--- config.mk ---
export PLATFORM = sky130hd
export DESIGN_NAME = hazard_scoreboard_flat
export DESIGN_NICKNAME = d
export VERILOG_FILES = /design/src/rtl/hazard_if.sv /design/src/rtl/hazard_scoreboard.sv /design/src/flat_wrapper.sv
export SDC_FILE = /design/constraint.sdc
export NUM_CORES = 1
export LEC_CHECK = 0
export CORE_ASPECT_RATIO = 0.5
export CORE_MARGIN = 1
export CORE_UTILIZATION = 55
export CTS_CLUSTER_SIZE = 25
export DETAILED_ROUTE_END_ITERATION = 12
export PLACE_DENSITY_LB_ADDON = 0.2
export RECOVER_POWER = 100
export SETUP_SLACK_MARGIN = 0.15
export SYNTH_ARGS = -nofsm -noshare
export SYNTH_HDL_FRONTEND = slang
export SYNTH_SLANG_ARGS = --single-unit
--- constraint.sdc ---
create_clock -name clk -period 7 [get_ports clk]
set_clock_uncertainty 0.2 [all_clocks]
set_input_delay 1.05 -clock clk [delete_from_list [all_inputs] [get_ports clk]]
set_output_delay 1.05 -clock clk [all_outputs]
set_load 0.005 [all_outputs]
--- src/rtl/hazard_if.sv ---
// ID-stage hazard query bus between decode (master) and the hazard scoreboard (slave).
interface hazard_if #(
    parameter int unsigned NREG  = 32,
    parameter int unsigned LAT_W = 3
);
    localparam int unsigned AW = $clog2(NREG);

    logic             id_valid;
    logic [AW-1:0]    rs1;
    logic [AW-1:0]    rs2;
    logic             rs1_used;
    logic             rs2_used;
    logic [AW-1:0]    rd;
    logic             rd_write;
    logic [LAT_W-1:0] wb_lat;
    logic             is_ecall;
    logic             flush;
    logic             stall;
    logic [NREG-1:0]  busy_mask;

    modport master (
        output id_valid, rs1, rs2, rs1_used, rs2_used, rd, rd_write, wb_lat, is_ecall, flush,
        input  stall, busy_mask
    );

    modport slave (
        input  id_valid, rs1, rs2, rs1_used, rs2_used, rd, rd_write, wb_lat, is_ecall, flush,
        output stall, busy_mask
    );
endinterface

--- src/rtl/hazard_scoreboard.sv ---
// Per-register writeback-latency scoreboard producing the ID-stage stall (load-use, ecall gap).
// Define HAZARD_STALL_CNT_EN to add the saturating 32-bit stall_cnt output.
module hazard_scoreboard #(
    parameter int unsigned NREG      = 32,
    parameter int unsigned LAT_W     = 3,
    parameter int unsigned ECALL_REG = 17,
    parameter int unsigned ECALL_GAP = 2
) (
    input  logic        clk,
    input  logic        reset,
    hazard_if.slave     id_if
`ifdef HAZARD_STALL_CNT_EN
    ,
    output logic [31:0] stall_cnt
`endif
);
    localparam int unsigned AW = $clog2(NREG);

    logic [LAT_W-1:0]     cnt_q [NREG];
    logic [LAT_W-1:0]     cnt_d [NREG];
    logic [ECALL_GAP-1:0] eg_q;
    logic [ECALL_GAP-1:0] eg_d;
    logic [NREG-1:0]      busy_c;
    logic [NREG-1:0]      busy_d;
    logic [NREG-1:0]      busy_mask_q;
    logic                 src_haz_c;
    logic                 ecall_haz_c;
    logic                 stall_c;
    logic                 issue_c;
    logic                 wr_c;

    // Register 0 is hardwired, so it never reports busy.
    always_comb begin
        busy_c = '0;
        for (int i = 1; i < int'(NREG); i++) begin
            busy_c[i] = (cnt_q[i] != '0);
        end
    end

    assign src_haz_c   = id_if.id_valid & ((id_if.rs1_used & busy_c[id_if.rs1]) |
                                           (id_if.rs2_used & busy_c[id_if.rs2]));
    assign ecall_haz_c = id_if.id_valid & id_if.is_ecall &
                         (busy_c[AW'(ECALL_REG)] | (eg_q != '0));
    assign stall_c     = (src_haz_c | ecall_haz_c) & ~id_if.flush;
    assign issue_c     = id_if.id_valid & ~stall_c & ~id_if.flush;
    assign wr_c        = issue_c & id_if.rd_write;

    // Next state: age all counters, then a fresh issue reloads its rd; flush wipes everything.
    always_comb begin
        for (int i = 0; i < int'(NREG); i++) begin
            cnt_d[i] = (cnt_q[i] != '0) ? cnt_q[i] - LAT_W'(1) : '0;
        end
        if (wr_c && (id_if.rd != '0)) begin
            cnt_d[id_if.rd] = id_if.wb_lat;
        end
        eg_d = (eg_q << 1) | ECALL_GAP'(wr_c && (id_if.rd == AW'(ECALL_REG)));
        if (id_if.flush) begin
            for (int i = 0; i < int'(NREG); i++) begin
                cnt_d[i] = '0;
            end
            eg_d = '0;
        end
        busy_d = '0;
        for (int i = 1; i < int'(NREG); i++) begin
            busy_d[i] = (cnt_d[i] != '0);
        end
    end

    always_ff @(posedge clk or negedge reset) begin
        if (!reset) begin
            for (int i = 0; i < int'(NREG); i++) begin
                cnt_q[i] <= '0;
            end
            eg_q        <= '0;
            busy_mask_q <= '0;
        end else begin
            cnt_q       <= cnt_d;
            eg_q        <= eg_d;
            busy_mask_q <= busy_d;
        end
    end

    assign id_if.stall     = stall_c;
    assign id_if.busy_mask = busy_mask_q;

`ifdef HAZARD_STALL_CNT_EN
    logic [31:0] stall_cnt_q;

    always_ff @(posedge clk or negedge reset) begin
        if (!reset) begin
            stall_cnt_q <= '0;
        end else if (stall_c && (stall_cnt_q != '1)) begin
            stall_cnt_q <= stall_cnt_q + 32'd1;
        end
    end

    assign stall_cnt = stall_cnt_q;
`endif

endmodule

--- src/flat_wrapper.sv ---
// flat-port wrapper written by rule: the top's interface ports become plain ports
module hazard_scoreboard_flat 
#(
    parameter int unsigned NREG      = 32,
    parameter int unsigned LAT_W     = 3,
    parameter int unsigned ECALL_REG = 17,
    parameter int unsigned ECALL_GAP = 2
)
  (clk, reset, id_if_id_valid, id_if_rs1, id_if_rs2, id_if_rs1_used, id_if_rs2_used, id_if_rd, id_if_rd_write, id_if_wb_lat, id_if_is_ecall, id_if_flush, id_if_stall, id_if_busy_mask);
  hazard_if #(.NREG(NREG), .LAT_W(LAT_W)) id_if_i ();
  input  logic clk;
  input  logic reset;
  input wire logic [$bits(id_if_i.id_valid)-1:0] id_if_id_valid;
  input wire logic [$bits(id_if_i.rs1)-1:0] id_if_rs1;
  input wire logic [$bits(id_if_i.rs2)-1:0] id_if_rs2;
  input wire logic [$bits(id_if_i.rs1_used)-1:0] id_if_rs1_used;
  input wire logic [$bits(id_if_i.rs2_used)-1:0] id_if_rs2_used;
  input wire logic [$bits(id_if_i.rd)-1:0] id_if_rd;
  input wire logic [$bits(id_if_i.rd_write)-1:0] id_if_rd_write;
  input wire logic [$bits(id_if_i.wb_lat)-1:0] id_if_wb_lat;
  input wire logic [$bits(id_if_i.is_ecall)-1:0] id_if_is_ecall;
  input wire logic [$bits(id_if_i.flush)-1:0] id_if_flush;
  output wire logic [$bits(id_if_i.stall)-1:0] id_if_stall;
  output wire logic [$bits(id_if_i.busy_mask)-1:0] id_if_busy_mask;
  assign id_if_i.id_valid = id_if_id_valid;
  assign id_if_i.rs1 = id_if_rs1;
  assign id_if_i.rs2 = id_if_rs2;
  assign id_if_i.rs1_used = id_if_rs1_used;
  assign id_if_i.rs2_used = id_if_rs2_used;
  assign id_if_i.rd = id_if_rd;
  assign id_if_i.rd_write = id_if_rd_write;
  assign id_if_i.wb_lat = id_if_wb_lat;
  assign id_if_i.is_ecall = id_if_is_ecall;
  assign id_if_i.flush = id_if_flush;
  assign id_if_stall = id_if_i.stall;
  assign id_if_busy_mask = id_if_i.busy_mask;
  hazard_scoreboard #(.NREG(NREG), .LAT_W(LAT_W), .ECALL_REG(ECALL_REG), .ECALL_GAP(ECALL_GAP)) u_core (.clk(clk), .reset(reset), .id_if(id_if_i));
endmodule
; Yosys cells after proc, flatten, opt, wreduce, memory -nomap -nowiden
; Cells that the tools add are included.
[op_classes]
magnitude_cmp = 4
n_reduce_logical = 68
mux = 42
addsub = 32
n_eq_ne = 1
n_bitwise = 16
[op_table]
columns = cell, count
row1 = $mux 96, 2
row2 = $reduce_bool 3->1, 63
row3 = $mux 3, 33
row4 = $bwmux 96, 1
row5 = $sub 3x1->3 const B, 32
row6 = $demux 3 s5, 1
row7 = $lt 5x6->1 const B, 2
row8 = $bmux 1 s5, 2
row9 = $and 1x1->1, 9
row10 = $ge 6x6->1 const B, 1
row11 = $lt 6x1->1 const B, 1
row12 = $not 5->6, 1
row13 = $eq 5x5->1 const B, 1
row14 = $reduce_bool 5->1, 1
row15 = $logic_and 1x1->1, 3
row16 = $or 1x1->1, 3
row17 = $mux 1, 2
row18 = $mux 2, 1
row19 = $not 1->1, 2
row20 = $or 2x1->2, 1
row21 = $reduce_bool 2->1, 1
[totals]
regBits = 129
out_inout_bits = 33
word_cells = 197
input_bits = 26

; Longest topological paths before layout
[logic_depth]
depth_word = 16
ltp_mapped = 11
mapped_depth_nobuf = 7

; Worst setup path after synthesis
; No wires, ideal clock.
[synth_timing]
path_type = input port to output port
startpoint = in id_if_rs2[1]
endpoint = out id_if_stall
n_path_buf = 4
arrival_time_ps = 2795
required_time_ps = 5750
cell_stages = 10
slack_ps = 2955
cell_sequence = buf_2 buf_2 nor2_1 a221oi_1 o21ai_0 nor4b_1 or3b_1 clkbuf_1 buf_1 a21oi_1
[synth_between]
elab_chain_len = 7
[synth_rtl]
columns = element, line_no
row1 = "start, declared", flat_wrapper.sv:15  ; input wire logic [$bits(id_if_i.rs2)-1:0] id_if_rs2;
row2 = $bmux 1 s5, hazard_scoreboard.sv:41  ; (id_if.rs2_used & busy_c[id_if.rs2]));
row3 = $mux 1 (not written as such), hazard_scoreboard.sv:41
row4 = $and 1x1->1, hazard_scoreboard.sv:41
row5 = $or 1x1->1, hazard_scoreboard.sv:40  ; assign src_haz_c = id_if.id_valid & ((id_if.rs1_used & busy_c[id_if.rs1]) |
row6 = $and 1x1->1, hazard_scoreboard.sv:40
row7 = $or 1x1->1, hazard_scoreboard.sv:44  ; assign stall_c = (src_haz_c | ecall_haz_c) & ~id_if.flush;
row8 = $and 1x1->1, hazard_scoreboard.sv:44
row9 = "end, declared", flat_wrapper.sv:23  ; output wire logic [$bits(id_if_i.stall)-1:0] id_if_stall;
; Every way passes these cells. The select of a mux whose other input is x is not followed.

; Worst setup path in the final report
[layout_timing]
startpoint = in id_if_rs1[2]
endpoint = out id_if_stall
[layout_between]
elab_chain_len = 7
[layout_rtl]
columns = element, line_no
row1 = "start, declared", flat_wrapper.sv:14  ; input wire logic [$bits(id_if_i.rs1)-1:0] id_if_rs1;
row2 = $bmux 1 s5, hazard_scoreboard.sv:40
row3 = $mux 1 (not written as such), hazard_scoreboard.sv:40
row4 = $and 1x1->1, hazard_scoreboard.sv:40
row5 = $or 1x1->1, hazard_scoreboard.sv:40
row6 = $and 1x1->1, hazard_scoreboard.sv:40
row7 = $or 1x1->1, hazard_scoreboard.sv:44
row8 = $and 1x1->1, hazard_scoreboard.sv:44
; Every way passes these cells. The select of a mux whose other input is x is not followed.

==> summary.txt <==
GRT
  • First-pass GRT wire length: 29720 um
  • Antenna violations before repair: 0
  • GRT Overall Usage: about 29%
  • Largest net degree at the start of global routing: between 60 and 70
  • Grt met1 use: 41.52%
  • Total grt overflow: 0
  • Vias in the first global route: 5464
  • GRT busiest layer: met2
  • GR Util met2: 45.30%
  • Met3 usage: under 10%

Synthesis
  • Yosys reg bits: 126
  • Post-Syn Instances: between 700 and 800
  • Synth Net Count: 779
  • Post-synth top flop: dfrtp_1
  • EDFF count, synth: 0
  • Post-Syn Area per Cell: 9.503 um^2
  • Mapped Area: just over 0.007 mm^2
  • Synth warnings: 0
  • Fraction of registers with async set/reset: 100.0%
  • Number of library cell types mapped by synthesis: 52
  • Register area share after synthesis: 44.06%

Timing
  • Least-Margin Pin Slew: 3.209 ns
  • Total Negative Setup Slacks: 0 ns
  • Final setup fails: 0
  • Slew Limit Fails: 193
  • Min cycle time layout: 5.265 ns
  • Final hold slack: 0.3063 ns
  • Final hold vios: 0
  • Max_slew headroom: -113.9%
  • Crit share post-route: 75.21%
  • RSZ-0062 raised after global routing: false
  • Worst setup slack after layout: 1.735 ns
  • Max Freq: roughly 0.19 GHz

Worst setup path
  • Crit start category: input port
  • Critical Path End Type: output port
  • WS Path Type: in2out
  • FF-to-FF setup slack: ~3.5 ns
  • CP max FO: 21
  • Critical Path AT: ~4 ns
  • R2r worst-path depth: 8
  • R2r endpoint: u_core.id_if.busy_mask[24]$_DFF_PN0_
  • Worst r2r src: u_core.cnt_q[14]$_DFF_PN0_
  • CP Data Required Time: between 5 and 6 ns

Worst hold path
  • Hold Path End: u_core.eg_q[1]$_DFF_PN0_
  • Hold WC Path Type: reg2reg
  • Hold path start: u_core.eg_q[0]$_DFF_PN0_
  • Hold path cells: 1

Run status
  • Outcome: finished, violations left
  • Violated checks: capacitance limit, slew limit

Power
  • Pwr/cell area: approximately 210 mW/mm^2
  • Standby leakage power: 4.217 nW
  • VDD IR-drop max: about 0.00014 V

Run
  • Number of max-cap violations: 3

Clock tree
  • Clock latency on the worst-skew pair: ~0.42 ns
  • Clock transition at the registers of the reported paths: 0.06 ns
  • Post-CTS sizing: 0
  • CTS tree: done
  • TritonCTS buffer count: 17
  • TritonCTS Sinks: 126
  • Clock Path Buffers: 2
  • Root buffer cell: clkbuf_16
  • H-tree depth: 4
  • Setup bufs post-CTS: 0
  • Hold Buf Count CTS: 0

Drt
  • Number of routed nets with antenna violations: 0
  • Wire per inst: 19.86 um
  • Vias per cell: about 6.2
  • Vias: around 6100
  • DR pass1 iterations: 5
  • Drt initial violations: 733
  • Residual DRC: 0
  • Total Routed Length: 19400 um

Cells and area
  • Fraction of layout cells with a size suffix above 1: under 10%
  • Storage element area: ~0.0032 mm^2
  • Footprint of the multi-input gates: 0.003627 mm^2
  • Fillers: 1030
  • Layout area overhead: 15.18%
  • Nets: 819
  • Final Non-Filler Cells: between 900 and 1000

Place
  • Port Buffers: 57
  • Gpl congestion: a little over 0.9
  • # placed instances: 944
  • Pre-CTS setup slack: 1.883 ns
  • Detailed Place HPWL: ~12000 um

Die
  • Initial Util: 56.51%
  • Die Area: 0.01350 mm^2
  • Die H: 82.66 um
  • Ports: 59
  • Die Span X: approximately 160 um
  • Core area: roughly 0.013 mm^2
  • Row Count: 29
## metal layers
layer	part of all wire [%]	vias to the layer above
li1	-	2804
met1	46	3017
met2	45	252
met3	7.9	28
met4	1.5	0
met5	0	-
## Yosys cell counts (all sizes together) (2+ instances only)
library cell | n | area share [%]
nor4 | 13 | 1.1
mux2i | 94 | 13
buf | 14 | 1.1
nor2b | 5 | 0.44
nor4b | 4 | 0.49
nand2b | 8 | 0.70
nand3b | 3 | 0.31
nor3 | 29 | 2.0
a211oi | 5 | 0.52
mux2 | 32 | 5.0
nor2 | 99 | 5.2
o211ai | 30 | 3.1
a2111oi | 3 | 0.37
a311oi | 2 | 0.24
dfrtp | 126 | 44
nand2 | 122 | 6.4
a221oi | 4 | 0.73
a31oi | 3 | 0.26
o21ai | 15 | 1.0
nand4 | 32 | 4.8
o41ai | 4 | 0.49
clkbuf | 31 | 1.6
or3 | 32 | 2.9
inv | 8 | 0.42
and2 | 2 | 0.17
a21oi | 13 | 0.91
## how the worst max path moves through the flow
stage | start | to
finish | id_if_rs1[2] | id_if_stall
global route | reset | u_core.id_if.busy_mask[5]$_DFF_PN0_
CTS | id_if_rs2[0] | id_if_stall
detailed placement | id_if_rs2[0] | id_if_stall
global placement | id_if_rs2[0] | id_if_stall
floorplan | id_if_rs2[1] | id_if_stall
## layout make-up
type / count / share of cell area [%]
multi-input cells: 573 / 44.01
flip-flops and latches: 126 / 38.26
repair buffers: 66 / 7.469
clock buffers: 18 / 5.329
well taps: 170 / 2.581
clock inverters: 14 / 1.913
inverters: 9 / 0.4099
diodes: 1 / 0.03036
## power breakdown
group	switching, W	internal (W)
sequential	0.00000129	0.000730
combinational	0.0000878	0.0000336
clock	0.000358	0.000539
total	0.000447	0.00130
## placed cells by master (no fill, tap or decap), types with 6 or more instances in the layout
cell type	netlist	layout
o211ai_1	30	30
nand2b_1	8	8
a21oi_1	13	13
dfrtp_1	126	126
dlygate4sd3_1	0	33
clkdlybuf4s50_1	0	22
nor3_1	29	29
clkbuf_16	0	17
inv_1	8	8
o21ai_0	15	15
buf_4	2	6
nand4_1	9	32
nor2_1	99	99
mux2_2	32	30
or3_1	31	31
nor4_1	13	13
nand2_1	122	122
mux2i_1	94	94
## flip-flops by register name, summed over array words and instances, names as in the netlist
signal and cells:
u_core.id_if.busy_mask 31, u_core.cnt_q 93, u_core.eg_q 2
## logic make-up (layout without fill, tap and decap cells)
logic type | count (synthesis) | after routing | synth area share (%)
and+or+nand+nor | 354 | 354 | 25.11
muxes | 126 | 126 | 18.19
DFF | 126 | 126 | 44.06
AOI/OAI and AO/OA | 92 | 92 | 9.355
buffers and inverters | 54 | 107 | 3.235
other | 1 | 2 | 0.05241
## stage by stage
step	util (%)	cell area, um^2	power (W)
finish	65.08	8242	0.001749
global route	65.06	8239	0.001794
CTS	66.32	8398	0.001759
detailed placement	61.60	7801	0.0008711
global placement	61.60	7801	0.0008696
floorplan	-	7156	0.0008138
## critical path, cell delays in order
cell,delay [ns]
dlygate4sd3_1,0.99
nand2b_1,0.23
o21ai_0,0.11
a2111oi_0,0.45
a21oi_1,0.18
a221oi_4,0.28
a21oi_1,0.11
dlygate4sd3_1,0.60
(Power assumes the default switching activity.)
